==> config.mk <==
export PLATFORM = sky130hd
export DESIGN_NAME = gru_mem_arbiter
export DESIGN_NICKNAME = d
export VERILOG_FILES = /design/src/rtl/gru_mem_arbiter.sv
export SDC_FILE = /design/constraint.sdc
export NUM_CORES = 1
export LEC_CHECK = 0
export CAP_MARGIN = 20
export CORE_MARGIN = 3
export CORE_UTILIZATION = 30
export DETAILED_ROUTE_END_ITERATION = 12
export PLACE_DENSITY = 0.71
export SLEW_MARGIN = 0
export SYNTH_ARGS = -nofsm -noshare
export SYNTH_HDL_FRONTEND = slang
export SYNTH_SLANG_ARGS = --single-unit
==> constraint.sdc <==
create_clock -name clk -period 1.7 [get_ports clk]
set_input_delay 0.34 -clock clk [delete_from_list [all_inputs] [get_ports clk]]
set_output_delay 0.34 -clock clk [all_outputs]
set_load 0.01 [all_outputs]
==> src/rtl/gru_mem_arbiter.sv <==
// Two-requester arbiter in front of a single-port synchronous memory.
// Bounded-burst round-robin grant, registered memory command, read data routed back to the issuer.
module gru_mem_arbiter #(
  parameter int ADDR_WIDTH = 8,
  parameter int DATA_WIDTH = 32,
  parameter int BURST_MAX  = 4
) (
  input  logic                    clk,
  input  logic                    rst_n,
  input  logic [1:0]              req_valid,
  input  logic [1:0]              req_we,
  input  logic [2*ADDR_WIDTH-1:0] req_addr,
  input  logic [2*DATA_WIDTH-1:0] req_wdata,
  output logic [1:0]              req_ready,
  output logic [1:0]              rsp_valid,
  output logic [DATA_WIDTH-1:0]   rsp_rdata,
  output logic [ADDR_WIDTH-1:0]   mem_addr,
  output logic [DATA_WIDTH-1:0]   mem_data_in,
  output logic                    mem_we,
  input  logic [DATA_WIDTH-1:0]   mem_data_out
);
  localparam int CW = $clog2(BURST_MAX + 1);
  localparam logic [CW-1:0] BMAX = CW'(BURST_MAX);

  logic                  owner;
  logic [CW-1:0]         burst_cnt;
  logic [1:0]            grant;
  logic                  gid;
  logic                  xfer;
  logic                  sel_we;
  logic [ADDR_WIDTH-1:0] sel_addr;
  logic [DATA_WIDTH-1:0] sel_wdata;
  logic [1:0]            vld_pipe;
  logic [1:0]            id_pipe;

  // Owner keeps the port while under its burst budget; the waiting side takes over once it is spent.
  always_comb begin
    grant = 2'b00;
    case (req_valid)
      2'b01: grant = 2'b01;
      2'b10: grant = 2'b10;
      2'b11: begin
        if (burst_cnt < BMAX) grant = owner ? 2'b10 : 2'b01;
        else                  grant = owner ? 2'b01 : 2'b10;
      end
      default: grant = 2'b00;
    endcase
    if (!rst_n) grant = 2'b00;
  end

  assign req_ready = grant;
  assign xfer      = |grant;
  assign gid       = grant[1];
  assign sel_we    = req_we[gid];
  assign sel_addr  = req_addr[gid*ADDR_WIDTH +: ADDR_WIDTH];
  assign sel_wdata = req_wdata[gid*DATA_WIDTH +: DATA_WIDTH];

  always_ff @(posedge clk or negedge rst_n) begin
    if (!rst_n) begin
      owner     <= 1'b0;
      burst_cnt <= '0;
    end else if (xfer) begin
      if (gid == owner) begin
        if (burst_cnt != BMAX) burst_cnt <= burst_cnt + CW'(1);
      end else begin
        owner     <= gid;
        burst_cnt <= CW'(1);
      end
    end else begin
      burst_cnt <= '0;
    end
  end

  // Idle cycles leave addr/data parked; mem_we=0 makes them harmless reads.
  always_ff @(posedge clk or negedge rst_n) begin
    if (!rst_n) begin
      mem_we      <= 1'b0;
      mem_addr    <= '0;
      mem_data_in <= '0;
    end else if (xfer) begin
      mem_we      <= sel_we;
      mem_addr    <= sel_addr;
      mem_data_in <= sel_wdata;
    end else begin
      mem_we      <= 1'b0;
    end
  end

  // Stage 0: read issued to memory; stage 1: memory data present on mem_data_out.
  always_ff @(posedge clk or negedge rst_n) begin
    if (!rst_n) begin
      vld_pipe <= '0;
      id_pipe  <= '0;
    end else begin
      vld_pipe <= {vld_pipe[0], xfer & ~sel_we};
      id_pipe  <= {id_pipe[0], gid};
    end
  end

  assign rsp_valid = {vld_pipe[1] & id_pipe[1], vld_pipe[1] & ~id_pipe[1]};
  assign rsp_rdata = mem_data_out;

endmodule

==> impl_metrics.toml <==
[power_and_ir_drop]
p_int_mw = 2.28
pwr-share-seq_pct = 45.2
clkPwrFrac_pct = 21.3
power.density_mw_per_mm2 = 805
switchingPower_uw = 908
vdd_drop_max_v = 0.000377
p_sw_share_pct = 28.5
power.total_mw = 3.19
leakage_nw = 1.65
power_frac_comb_pct = 33.5

[drt]
firstDrtPassIters = 4
dr.first_iter.drc_count = 73
wl_um = 7440
drc = 0
wl_per_cell_um = 16.0
vias = 2416
vias_per_cell = 5.21
antenna_left = 0

[placed_design]
place_area_mm2 = 0.00387
hpwlAfterDp_um = 5280
io_buffers = 130
gp_congestion = 0.743

[logic_synthesis]
yosysWarnings = 0
synthCells = 260
ys_seq_area_share_pct = 45.3
synthArstFlopShare_pct = 100
syn_area_mm2 = 0.00270
synth_flop_cell = "dfrtp_1"
synth_nets = 380
ys_ff_latch = 49
ys_types = 29
avgSynthCellArea_um2 = 10.4
synth-edff-count = 0

[clock_tree]
postCtsSetupBuffers = 0
path_clk_slew_ns = 0.08
clockRootBuffer = "clkbuf_8"
cts_tree = "yes"
htreeDepth = 2
clockBufferDepth = 2
clkLatencyLatePin_ns = 0.29
clock-sinks = 49
cts_made_buffers = 5

[setup_path]
endpoint_kind = "primary output"
critPathTopFamily = "buffers and inverters"
cpMaxStageDelayCell = "clkdlybuf4s50_1"
cp_slowest_stage_delay_ns = 0.50
cp_max_fo = 3
worstPathRequired_ns = 1.36
crit_buf_inv = 3
worstPathArrival_ns = 1.31
crit_chain = "clkdlybuf4s50_1, and2_1, o21ai_4, inv_2, buf_6"
crit_path_start_kind = "primary input"
path_class = "in2out"

[global_route]
grt_pass1_wl_um = 12200
grt_antenna_before_repair = 1
grt_overflow_total = 0
grt_use_total_pct = 14.8
grt_max_degree = 43
first_global_vias = 2565

[cells_and_area]
design_area_mm2 = 0.00396
area_growth_pct = 46.4
drive_gt1_share_pct = 9.55
diodes = 0
mostFrequentLayoutCell = "clkdlybuf4s50_1"
nets = 476
final_cell_mix = "126 x clkdlybuf4s50_1, 72 x a22oi_1, 49 x dfrtp_1"

[die]
dieWidth_um = 101
core_area_mm2 = 0.00872
dieArea_mm2 = 0.0102
row_count = 34
io_pins = 195
start_util_pct = 31.0
die_h_um = 101

[sta]
skew_ns = 0.00440
final_max_slew_viol_count = 0
setup_viol = 0
rsz0062_at_grt = "yes"
max-slew-margin-rel_pct = 65.9
worst_pin_slew_ns = 0.511
hold_viol = 0
fin_crit_sh_pct = 97.1
fmax_mhz = 606
period_minus_slack_ns = 1.65
fin_tns_setup_ns = 0

[worst_hold_path]
hold_class = "in2async"

[job]
drv_cap = 0

[outcome]
outcome = "finished, final reports clean"
[layout make-up]
| type | count | area [um^2] |
|---|---|---|
| Fill cell | 839 | 4760 |
| Tap cell | 108 | 135 |
| Inverter | 5 | 18.8 |
| Timing Repair Buffer | 144 | 1430 |
| Clock buffer | 7 | 86.3 |
| Sequential cell | 49 | 1230 |
| Multi-Input combinational cell | 151 | 1060 |
[registers in the layout (all words and copies together), names as in the netlist]
register,cells
mem_data_in,32
id_pipe,2
burst_cnt,3
owner,1
mem_addr,8
vld_pipe,2
mem_we,1
[power by group through the flow]
stage                     Clock [mW]  Sequential, mW  Combinational, mW
after floorplan                    0            1.52              0.471
after global placement             0            1.46               1.06
after detailed placement           0            1.46               1.08
after CTS                      0.731            1.44               1.08
after global routing           0.764            1.47               1.17
final                          0.679            1.44               1.07
[cell families after synthesis]
kind of cell,share of synthesized area (%)
buffers and inverters,15.6
AOI/OAI and AO/OA,34.3
xor gates and xnor gates,0.324
adders and majority gates,0.925
DFF,45.3
and+or+nand+nor,3.47
[cell usage after synthesis, types with 4 or more instances]
cell type  number  area, um^2
a22oi_1        72         541
dfrtp_1        49        1230
a21oi_1        41         205
buf_4          37         278
a22oi_2         8         100
buf_2           8        40.0
buf_6           5        56.3
inv_1           5        18.8
clkbuf_1        4        15.0
nand2_1         4        15.0
nor2_1          4        15.0
[stage by stage]
stage | util [%] | setup slack, ns | hold slack [ns] | instances
after floorplan | - | 0.316 | 0.0444 | 260
after global placement | 44.4 | -0.322 | 0.333 | 457
after detailed placement | 44.4 | -0.360 | 0.346 | 457
after CTS | 45.2 | 0.0135 | 0.0465 | 464
after global routing | 45.4 | -0.0330 | 0.0636 | 464
final | 45.4 | 0.0486 | 0.0502 | 464
[timing repair]
item / in CTS / in global routing
resized for setup: 8 / 4
hold buffers: 0 / 0
pin swaps: 1 / 1
setup endpoints to repair: 2 / 42
endpoints found under the hold margin: 0 / 0
[final timing paths]
kind | slack [ns] | from | to | cells after the start
setup / recovery | 0.05 | req_valid[1] | req_ready[1] | 5
hold / removal | 0.05 | rst_n | owner | 2
setup reg to reg | 0.10 | owner | mem_data_in[13] | 5
hold reg to reg | 0.36 | id_pipe[0] | id_pipe[1] | 0
max in group asynchronous | 0.97 | rst_n | mem_data_in[19] | 3
min in group clk | 0.36 | id_pipe[0] | id_pipe[1] | 0
[layer usage]
layer / vias to the layer above / wire (um) / track usage [%]
met1: 1151 / 3030 / 17.7
met2: 106 / 3620 / 25.3
li1: 1139 / - / -
met4: 2 / 138 / 5.93
met5: - / 13 / 0
met3: 18 / 635 / 3.74
No activity file was read; power rests on OpenSTA's default activity.
